File: src/rtl/ipif_fifo_sequencer_pkg.sv
// rtl/ipif_fifo_sequencer_pkg.sv - shared state encoding and default parameters for the FIFO sequencer
package ipif_seq_pkg;

    localparam int C_DWIDTH_DEF      = 32;
    localparam int C_ACK_TIMEOUT_DEF = 16;
    localparam int C_CNT_WIDTH_DEF   = 16;

    typedef enum logic [2:0] {
        ST_IDLE      = 3'd0,
        ST_RD_REQ    = 3'd1,
        ST_START     = 3'd2,
        ST_CORE_WAIT = 3'd3,
        ST_WR_HOLD   = 3'd4,
        ST_WR_REQ    = 3'd5
    } seq_state_t;

    // True for the two states that wait on a FIFO acknowledge
    function automatic logic is_req_state(input seq_state_t s);
        return (s == ST_RD_REQ) || (s == ST_WR_REQ);
    endfunction

endpackage

File: src/rtl/ipif_fifo_sequencer_if.sv
// rtl/ipif_fifo_sequencer_if.sv - IPIF FIFO, core and status signals between sequencer and its neighbours
interface ipif_fifo_sequencer_if
    import ipif_seq_pkg::*;
#(
    parameter int C_DWIDTH    = C_DWIDTH_DEF,
    parameter int C_CNT_WIDTH = C_CNT_WIDTH_DEF
);
    logic                    seq_enable;
    logic                    wfifo2ip_empty;
    logic                    wfifo2ip_rdack;
    logic [0:C_DWIDTH-1]     wfifo2ip_data;
    logic                    ip2wfifo_rdreq;
    logic                    rfifo2ip_full;
    logic                    rfifo2ip_wrack;
    logic                    ip2rfifo_wrreq;
    logic [0:C_DWIDTH-1]     ip2rfifo_data;
    logic                    core_start;
    logic [0:C_DWIDTH-1]     core_operand;
    logic                    core_done;
    logic [0:C_DWIDTH-1]     core_result;
    logic                    seq_busy;
    logic                    seq_err;
    logic [0:C_CNT_WIDTH-1]  words_in;
    logic [0:C_CNT_WIDTH-1]  words_out;

    modport master (
        input  seq_enable, wfifo2ip_empty, wfifo2ip_rdack, wfifo2ip_data,
        input  rfifo2ip_full, rfifo2ip_wrack, core_done, core_result,
        output ip2wfifo_rdreq, ip2rfifo_wrreq, ip2rfifo_data,
        output core_start, core_operand, seq_busy, seq_err, words_in, words_out
    );

    modport slave (
        output seq_enable, wfifo2ip_empty, wfifo2ip_rdack, wfifo2ip_data,
        output rfifo2ip_full, rfifo2ip_wrack, core_done, core_result,
        input  ip2wfifo_rdreq, ip2rfifo_wrreq, ip2rfifo_data,
        input  core_start, core_operand, seq_busy, seq_err, words_in, words_out
    );

endinterface

File: src/rtl/ipif_fifo_sequencer_ack_timer.sv
// rtl/ipif_fifo_sequencer_ack_timer.sv - loadable down-counter bounding the wait for a FIFO acknowledge
module ipif_ack_timer
    import ipif_seq_pkg::*;
#(
    parameter int C_ACK_TIMEOUT = C_ACK_TIMEOUT_DEF
) (
    input  logic clk,
    input  logic rst,
    input  logic i_load,
    input  logic i_clear,
    input  logic i_tick,
    output logic o_expire
);
    localparam int              W        = $clog2(C_ACK_TIMEOUT);
    localparam logic [W-1:0]    LOAD_VAL = W'(C_ACK_TIMEOUT - 1);

    logic [W-1:0] r_count;
    logic         r_armed;

    // Load on request entry, count down once per waiting cycle, disarm once the request is gone
    always_ff @(posedge clk or posedge rst) begin
        if (rst) begin
            r_count <= '0;
            r_armed <= 1'b0;
        end else if (i_load) begin
            r_count <= LOAD_VAL;
            r_armed <= 1'b1;
        end else if (i_clear) begin
            r_count <= '0;
            r_armed <= 1'b0;
        end else if (i_tick && r_armed && (r_count != '0)) begin
            r_count <= r_count - 1'b1;
        end
    end

    // Zero is reached in the C_ACK_TIMEOUT-th cycle of the request
    assign o_expire = r_armed && (r_count == '0);

endmodule

File: src/rtl/ipif_fifo_sequencer.sv
// rtl/ipif_fifo_sequencer.sv - moves one word at a time from write FIFO through the core into read FIFO
module ipif_fifo_sequencer
    import ipif_seq_pkg::*;
#(
    parameter int C_DWIDTH      = C_DWIDTH_DEF,
    parameter int C_ACK_TIMEOUT = C_ACK_TIMEOUT_DEF,
    parameter int C_CNT_WIDTH   = C_CNT_WIDTH_DEF
) (
    input  logic                  bus2ip_clk,
    input  logic                  bus2ip_reset,
    ipif_fifo_sequencer_if.master bus
);
    seq_state_t              r_state;
    logic                    r_rdreq;
    logic                    r_wrreq;
    logic                    r_core_start;
    logic                    r_busy;
    logic                    r_err;
    logic [0:C_DWIDTH-1]     r_operand;
    logic [0:C_DWIDTH-1]     r_wdata;
    logic [0:C_CNT_WIDTH-1]  r_words_in;
    logic [0:C_CNT_WIDTH-1]  r_words_out;

    logic w_rd_go;
    logic w_wr_go;
    logic w_tmr_expire;
    logic w_in_req;

    // Transitions into the two acknowledge-waiting states; they also reload the ack timer
    assign w_rd_go  = (r_state == ST_IDLE) && bus.seq_enable && !bus.wfifo2ip_empty;
    assign w_wr_go  = (r_state == ST_WR_HOLD) && !bus.rfifo2ip_full;
    assign w_in_req = is_req_state(r_state);

    ipif_ack_timer #(
        .C_ACK_TIMEOUT (C_ACK_TIMEOUT)
    ) u_ack_timer (
        .clk      (bus2ip_clk),
        .rst      (bus2ip_reset),
        .i_load   (w_rd_go || w_wr_go),
        .i_clear  (!w_in_req),
        .i_tick   (w_in_req),
        .o_expire (w_tmr_expire)
    );

    // Sequencer FSM; every interface output is a register updated alongside the state
    always_ff @(posedge bus2ip_clk or posedge bus2ip_reset) begin
        if (bus2ip_reset) begin
            r_state      <= ST_IDLE;
            r_rdreq      <= 1'b0;
            r_wrreq      <= 1'b0;
            r_core_start <= 1'b0;
            r_busy       <= 1'b0;
            r_err        <= 1'b0;
            r_operand    <= '0;
            r_wdata      <= '0;
            r_words_in   <= '0;
            r_words_out  <= '0;
        end else begin
            r_core_start <= 1'b0;
            case (r_state)
                ST_IDLE: begin
                    if (w_rd_go) begin
                        r_state <= ST_RD_REQ;
                        r_rdreq <= 1'b1;
                        r_busy  <= 1'b1;
                    end
                end
                ST_RD_REQ: begin
                    // An ack arriving in the expiry cycle still delivers the word
                    if (bus.wfifo2ip_rdack) begin
                        r_operand    <= bus.wfifo2ip_data;
                        r_words_in   <= r_words_in + 1'b1;
                        r_rdreq      <= 1'b0;
                        r_core_start <= 1'b1;
                        r_state      <= ST_START;
                    end else if (w_tmr_expire) begin
                        r_err   <= 1'b1;
                        r_rdreq <= 1'b0;
                        r_busy  <= 1'b0;
                        r_state <= ST_IDLE;
                    end
                end
                ST_START: begin
                    r_state <= ST_CORE_WAIT;
                end
                ST_CORE_WAIT: begin
                    if (bus.core_done) begin
                        r_wdata <= bus.core_result;
                        r_state <= ST_WR_HOLD;
                    end
                end
                ST_WR_HOLD: begin
                    if (w_wr_go) begin
                        r_wrreq <= 1'b1;
                        r_state <= ST_WR_REQ;
                    end
                end
                ST_WR_REQ: begin
                    // Full is no longer consulted here: the request is already on the bus
                    if (bus.rfifo2ip_wrack) begin
                        r_words_out <= r_words_out + 1'b1;
                        r_wrreq     <= 1'b0;
                        r_busy      <= 1'b0;
                        r_state     <= ST_IDLE;
                    end else if (w_tmr_expire) begin
                        r_err   <= 1'b1;
                        r_wrreq <= 1'b0;
                        r_busy  <= 1'b0;
                        r_state <= ST_IDLE;
                    end
                end
                default: begin
                    r_state <= ST_IDLE;
                    r_rdreq <= 1'b0;
                    r_wrreq <= 1'b0;
                    r_busy  <= 1'b0;
                end
            endcase
        end
    end

    assign bus.ip2wfifo_rdreq = r_rdreq;
    assign bus.ip2rfifo_wrreq = r_wrreq;
    assign bus.ip2rfifo_data  = r_wdata;
    assign bus.core_start     = r_core_start;
    assign bus.core_operand   = r_operand;
    assign bus.seq_busy       = r_busy;
    assign bus.seq_err        = r_err;
    assign bus.words_in       = r_words_in;
    assign bus.words_out      = r_words_out;

endmodule

File: src/flat_wrapper.sv
// flat-port wrapper written by rule: the top's interface ports become plain ports
module ipif_fifo_sequencer_flat import ipif_seq_pkg::*;
#(
    parameter int C_DWIDTH      = C_DWIDTH_DEF,
    parameter int C_ACK_TIMEOUT = C_ACK_TIMEOUT_DEF,
    parameter int C_CNT_WIDTH   = C_CNT_WIDTH_DEF
)
  (bus2ip_clk, bus2ip_reset, bus_seq_enable, bus_wfifo2ip_empty, bus_wfifo2ip_rdack, bus_wfifo2ip_data, bus_rfifo2ip_full, bus_rfifo2ip_wrack, bus_core_done, bus_core_result, bus_ip2wfifo_rdreq, bus_ip2rfifo_wrreq, bus_ip2rfifo_data, bus_core_start, bus_core_operand, bus_seq_busy, bus_seq_err, bus_words_in, bus_words_out);
  ipif_fifo_sequencer_if #(.C_DWIDTH(C_DWIDTH), .C_CNT_WIDTH(C_CNT_WIDTH)) bus_i ();
  input  logic bus2ip_clk;
  input  logic bus2ip_reset;
  input wire logic [$bits(bus_i.seq_enable)-1:0] bus_seq_enable;
  input wire logic [$bits(bus_i.wfifo2ip_empty)-1:0] bus_wfifo2ip_empty;
  input wire logic [$bits(bus_i.wfifo2ip_rdack)-1:0] bus_wfifo2ip_rdack;
  input wire logic [$bits(bus_i.wfifo2ip_data)-1:0] bus_wfifo2ip_data;
  input wire logic [$bits(bus_i.rfifo2ip_full)-1:0] bus_rfifo2ip_full;
  input wire logic [$bits(bus_i.rfifo2ip_wrack)-1:0] bus_rfifo2ip_wrack;
  input wire logic [$bits(bus_i.core_done)-1:0] bus_core_done;
  input wire logic [$bits(bus_i.core_result)-1:0] bus_core_result;
  output wire logic [$bits(bus_i.ip2wfifo_rdreq)-1:0] bus_ip2wfifo_rdreq;
  output wire logic [$bits(bus_i.ip2rfifo_wrreq)-1:0] bus_ip2rfifo_wrreq;
  output wire logic [$bits(bus_i.ip2rfifo_data)-1:0] bus_ip2rfifo_data;
  output wire logic [$bits(bus_i.core_start)-1:0] bus_core_start;
  output wire logic [$bits(bus_i.core_operand)-1:0] bus_core_operand;
  output wire logic [$bits(bus_i.seq_busy)-1:0] bus_seq_busy;
  output wire logic [$bits(bus_i.seq_err)-1:0] bus_seq_err;
  output wire logic [$bits(bus_i.words_in)-1:0] bus_words_in;
  output wire logic [$bits(bus_i.words_out)-1:0] bus_words_out;
  assign bus_i.seq_enable = bus_seq_enable;
  assign bus_i.wfifo2ip_empty = bus_wfifo2ip_empty;
  assign bus_i.wfifo2ip_rdack = bus_wfifo2ip_rdack;
  assign bus_i.wfifo2ip_data = bus_wfifo2ip_data;
  assign bus_i.rfifo2ip_full = bus_rfifo2ip_full;
  assign bus_i.rfifo2ip_wrack = bus_rfifo2ip_wrack;
  assign bus_i.core_done = bus_core_done;
  assign bus_i.core_result = bus_core_result;
  assign bus_ip2wfifo_rdreq = bus_i.ip2wfifo_rdreq;
  assign bus_ip2rfifo_wrreq = bus_i.ip2rfifo_wrreq;
  assign bus_ip2rfifo_data = bus_i.ip2rfifo_data;
  assign bus_core_start = bus_i.core_start;
  assign bus_core_operand = bus_i.core_operand;
  assign bus_seq_busy = bus_i.seq_busy;
  assign bus_seq_err = bus_i.seq_err;
  assign bus_words_in = bus_i.words_in;
  assign bus_words_out = bus_i.words_out;
  ipif_fifo_sequencer #(.C_DWIDTH(C_DWIDTH), .C_ACK_TIMEOUT(C_ACK_TIMEOUT), .C_CNT_WIDTH(C_CNT_WIDTH)) u_core (.bus2ip_clk(bus2ip_clk), .bus2ip_reset(bus2ip_reset), .bus(bus_i));
endmodule
File: config.mk
export PLATFORM = sky130hd
export DESIGN_NAME = ipif_fifo_sequencer_flat
export DESIGN_NICKNAME = d
export VERILOG_FILES = /design/src/rtl/ipif_fifo_sequencer_pkg.sv /design/src/rtl/ipif_fifo_sequencer_if.sv /design/src/rtl/ipif_fifo_sequencer_ack_timer.sv /design/src/rtl/ipif_fifo_sequencer.sv /design/src/flat_wrapper.sv
export SDC_FILE = /design/constraint.sdc
export NUM_CORES = 1
export LEC_CHECK = 0
export ABC_AREA = 1
export BUFFER_PORTS_ARGS = -buffer_cell sky130_fd_sc_hd__buf_2
export CAP_MARGIN = 0
export CORE_AREA = 5 5 137 165
export DETAILED_ROUTE_END_ITERATION = 6
export DIE_AREA = 0 0 142 170
export PLACE_DENSITY = 0.46
export SETUP_SLACK_MARGIN = 0.1
export SKIP_LAST_GASP = 1
export SYNTH_ARGS = -nofsm -noshare
export SYNTH_HDL_FRONTEND = slang
export SYNTH_HIERARCHICAL = 1
export SYNTH_SLANG_ARGS = --single-unit
File: constraint.sdc
create_clock -name bus2ip_clk -period 4.3 [get_ports bus2ip_clk]
set_clock_uncertainty 0.1 [all_clocks]
set_input_delay 0.43 -clock bus2ip_clk [delete_from_list [all_inputs] [get_ports bus2ip_clk]]
set_output_delay 0.43 -clock bus2ip_clk [all_outputs]
set_load 0.02 [all_outputs]
# Word level (Yosys, flattened, before mapping)
# Index checks and enable logic that the tools add are counted.
[classes]
add_sub_neg = 3
n_eq_ne = 14
mux = 29
n_bitwise = 3
n_reduce_logical = 25
[ops]
columns = ["cell", "n"]
rows = [
  ["adder 16 x 1 -> 16 bit (second input constant)", 2],
  ["2-to-1 mux 3 bit", 6],
  ["case mux 3 bit (6 select lines)", 1],
  ["2-to-1 mux 1 bit", 15],
  ["AND reduction 3 bit", 5],
  ["2-to-1 mux 4 bit", 3],
  ["inequality test 2 bit (second input constant)", 4],
  ["OR reduction 4 bit", 2],
  ["equality test 3 x 2 -> 1 bit (second input constant)", 2],
  ["equality test 3 bit (second input constant)", 2],
  ["logical AND 1 bit", 6],
  ["inequality test 3 bit (second input constant)", 2],
  ["case mux 1 bit (3 select lines)", 2],
  ["AND reduction 2 bit", 3],
  ["logical NOT 4 bit", 1],
  ["inequality test 2 x 1 -> 1 bit (second input constant)", 2],
  ["case mux 1 bit (4 select lines)", 1],
  ["nonzero test 4 bit", 1],
  ["subtractor 4 x 1 -> 4 bit (second input constant)", 1],
  ["equality test 3 x 1 -> 1 bit (second input constant)", 1],
  ["logical NOT 3 bit", 1],
  ["inequality test 3 x 2 -> 1 bit (second input constant)", 1],
  ["inverter 1 bit", 3],
  ["OR reduction 3 bit", 1],
  ["4 further kinds", 6],
]
[totals]
reg_bits = 109

# Depth between registers and ports, before layout
[depth]
word_depth = 7
ltp_mapped = 10

# Cells and area by module
# The synthesis kept the hierarchy.
[modules_own_cells]
columns = ["mod", "instances", "cells_per_inst", "area_per_inst_um2"]
rows = [
  ["ipif_fifo_sequencer", 1, 500, 4772.1],
  ["ipif_ack_timer", 1, 43, 330.3],
]

# Worst setup path after synthesis
# OpenSTA, ideal clock, no wires.
[synth_path]
path_type = "register to register"
from = "register u_core.r_words_out, in the netlist u_core/bus.words_out[15]"
to = "register u_core.r_words_out, in the netlist u_core/bus.words_out[7]"
arrival_ns = 1.355
slack_ns = 2.727
path_stages_with_launch = 8
n_path_buf = 0
cell_sequence = "dfrtp_1 -> ha_1 -> nand3_1 -> nor2_1 -> nand2_1 -> nor2_2 -> xnor2_1 -> inv_1"
[synth_between]
elab_chain_cells = 1
[synth_lines]
columns = ["item", "line_no", "text"]
rows = [
  ["from (decl)", "ipif_fifo_sequencer.sv:22", "logic [0:C_CNT_WIDTH-1] r_words_out;"],
  ["from (signal assigned)", "ipif_fifo_sequencer.sv:101", "r_words_out <= r_words_out + 1'b1;"],
  ["adder 16 x 1 -> 16 bit", "ipif_fifo_sequencer.sv:101", ""],
]
# No other way between the ends.
# A chain may end at the register's enable or synchronous reset.

# Worst setup path after layout
[layout_path]
from = "register u_core.r_state[1]"
to = "register u_core.r_words_in, in the netlist u_core/bus.words_in[6]"
[layout_between]
elab_chain_cells = 2
[layout_lines]
columns = ["item", "line_no", "text"]
rows = [
  ["from (decl)", "ipif_fifo_sequencer.sv:13", "seq_state_t r_state;"],
  ["from (signal assigned)", "ipif_fifo_sequencer.sv:48", "r_state <= ST_IDLE;"],
  ["from (signal assigned)", "ipif_fifo_sequencer.sv:63", "r_state <= ST_RD_REQ;"],
  ["from (signal assigned)", "ipif_fifo_sequencer.sv:75", "r_state <= ST_START;"],
  ["equality test 3 x 1 -> 1 bit", "ipif_fifo_sequencer.sv:60", "case (r_state)"],
  ["AND reduction 2 bit (no line)", "--", ""],
  ["to (signal assigned)", "ipif_fifo_sequencer.sv:72", "r_words_in <= r_words_in + 1'b1;"],
  ["to (decl)", "ipif_fifo_sequencer.sv:21", "logic [0:C_CNT_WIDTH-1] r_words_in;"],
]
# No other way between the ends.

==> impl_metrics.json <==
{
  "status": "finished clean",
  "routed_via_density": 4.07,
  "synth_warnings": 6,
  "syn_nets": 622,
  "cp-endpoint": "u_core/bus.words_in[6]",
  "initial_utilization_pct": 24.6,
  "p_leak_nw": 3.59,
  "finalSetupTns_ps": 0,
  "cellPowerDensity_mw_per_mm2": 674,
  "gp_congestion": 0.760,
  "setup_violations": 0,
  "htreeDepth": 3,
  "cts_buffers": 9,
  "cts-root-buf": "clkbuf_16",
  "first_iter_violations": 174,
  "hpwlAfterDp_mm": 9.78,
  "finalCriticalPeriod_ps": 2490,
  "max_clock_freq_ghz": 0.401,
  "antenna_cells": 0,
  "clock_path_buffers": 2,
  "wirelength_mm": 13.3,
  "gr-total-overflow": 0,
  "worst_setup_path_end_kind": "flip-flop",
  "clock_sinks": 109,
  "cp-start-kind": "flip-flop",
  "reg2reg_depth": 8,
  "grt_usage_pct": 11.2,
  "synth-edff-count": 0,
  "layout-drive-gt1-share_pct": 34.1,
  "cp.arrival_ps": 2650,
  "numPortBuffers": 172,
  "slew_viol_final": 0,
  "grt_pass1_wl_mm": 21.7,
  "placed_area_mm2": 0.00624,
  "r2r_end": "u_core/bus.words_in[6]",
  "hold_buffers": 1,
  "vias": 4036,
  "netlist_instances": 543,
  "row_count": 58,
  "yosys-top-cells-count": "nand2_1, dfrtp_1, nor2_1",
  "area.growth.synth_to_final_pct": 28.4,
  "timing.final.crit_share_pct": 58.0,
  "tightestPinTransition_ps": 643,
  "yosysMostFrequentCell": "nand2_1",
  "post_cts_buffers": 0,
  "synth_area_per_cell_um2": 9.40,
  "clk_latency_ps": 350,
  "clk_pin_slew_worst_paths_ps": 90,
  "die_height_um": 170,
  "drt-pass1-iter-count": 4,
  "crit_start": "u_core/r_state[1]",
  "grt_max_degree": 46,
  "antenna_found_initial": 1,
  "required_ps": 4450,
  "yosysTopAreaCell": "dfrtp_1",
  "whs_ps": 165,
  "max_cap_viol_count": 0,
  "coreArea_mm2": 0.0208,
  "r2r_slack_ps": 1810,
  "slew_headroom_pct": 57.1,
  "avgRoutedWirePerCell_um": 13.4,
  "hold_violations": 0,
  "peakVddDrop_mv": 0.245,
  "synth_top_area_share_pct": 53.5,
  "critical_path.max_fanout": 45,
  "rsz0062_at_grt": "false",
  "ant_nets": 0,
  "async_flop_share_pct": 100,
  "first_global_vias": 4143,
  "post-route-drc-count": 0,
  "reg2reg_from": "u_core/r_state[1]",
  "ctsResizeCount": 0,
  "stdcell_area_mm2": 0.00655,
  "post_synth_num_cell_types": 32,
  "boundaryPins": 173,
  "synth_seq_area_share_pct": 53.5,
  "synth-seq-cells": 109,
  "hold_path.class": "input pin to flip-flop",
  "synth_area_leaders": "dfrtp_1, nand2_1, mux2_4",
  "final_nets": 796,
  "dieWidth_um": 142,
  "synth_flop_cell": "dfrtp_1",
  "crit_type": "flip-flop to flip-flop",
  "tritoncts": "done",
  "syn_area_mm2": 0.00510,
  "die-area_mm2": 0.0241
}
==> cell type report <==
type | instances | area (µm²)
sequential | 109 | 2730
multi-input combinational | 380 | 2120
tap | 270 | 338
clock buffer | 9 | 225
fill | 2261 | 14200
clock inverter | 7 | 77.6
timing repair buffer | 175 | 886
inverter | 42 | 175
==> worst min-delay path by stage <==
stage | start | end | slack (ps) | cells after the start
final | bus_wfifo2ip_data[1] | u_core/bus.core_operand[30] | 170 | 3
after global routing | bus_wfifo2ip_data[1] | u_core/bus.core_operand[30] | 140 | 3
after CTS | bus_wfifo2ip_data[1] | u_core/bus.core_operand[30] | 140 | 3
after detailed placement | bus2ip_reset | u_core/u_ack_timer/r_armed | 280 | 2
after global placement | bus2ip_reset | u_core/u_ack_timer/r_count[2] | 280 | 2
after floorplan | bus2ip_reset | u_core/u_ack_timer/r_armed | 110 | 1
==> registers in the layout (all words and copies together) (netlist names) <==
register                    flops
u_core/bus.core_operand        32
u_core/bus.core_start           1
u_core/bus.ip2rfifo_data       32
u_core/bus.ip2rfifo_wrreq       1
u_core/bus.ip2wfifo_rdreq       1
u_core/bus.seq_busy             1
u_core/bus.seq_err              1
u_core/bus.words_in            16
u_core/bus.words_out           16
u_core/r_state                  3
u_core/u_ack_timer/r_armed      1
u_core/u_ack_timer/r_count      4
==> worst max-delay path, cell delays in order (launching register included) <==
cell and delay [ps]:
dfrtp_1 480, nor2_4 220, nand3_4 450, clkinv_2 670
nand2_1 140, nor2_1 150, nand2_1 60, nand2_1 60
inv_1 30
==> layer usage <==
layer | track usage, % | wire (µm)
met4 | 3.51 | 174
met5 | 0 | 13
met3 | 2.56 | 573
met2 | 18.9 | 6590
met1 | 14.3 | 5920
==> power breakdown <==
group / switching, mW / internal (mW) / total, mW
Clock: 0.424 / 0.413 / 0.837
Sequential: 0.271 / 1.41 / 1.69
Combinational: 1.15 / 0.742 / 1.89
Total: 1.84 / 2.57 / 4.41
==> per-stage QoR <==
stage          instances  setup slack (ps)  util, %  total power, mW
2_1_floorplan        543              1040        -             3.00
3_3_place_gp         975              1730     30.1             3.63
3_5_place_dp         975              1710     30.1             3.63
4_1_cts              992              1720     31.6             4.51
5_1_grt              992              1500     31.6             4.75
6_report             992              1810     31.6             4.41
==> placed cells by master, fill, tap and decap left out, types with 3 or more instances in the layout <==
master,n
nand3b_1,3
buf_2,172
xor2_1,10
a21oi_1,3
nand4_1,13
nand3_1,21
clkbuf_16,9
o21ai_0,10
inv_2,4
nor2_1,38
xnor2_1,8
inv_1,35
mux2_4,30
dfrtp_1,109
nand2_1,213
ha_1,7
nor2_4,4
nor2_2,5
==> cell families (layout without fill, tap and decap cells) <==
logic type | Yosys count | after routing | synth area share, %
AO/OA/AOI/OAI | 17 | 17 | 1.79
XOR/XNOR | 18 | 18 | 3.09
adder cells (fa/ha/maj) | 7 | 7 | 1.72
buffers and inverters | 54 | 233 | 4.98
flip-flops | 109 | 109 | 53.5
multiplexers | 32 | 32 | 9.27
AND/OR/NAND/NOR | 306 | 306 | 25.7
Power figures use the tool's default switching activity.
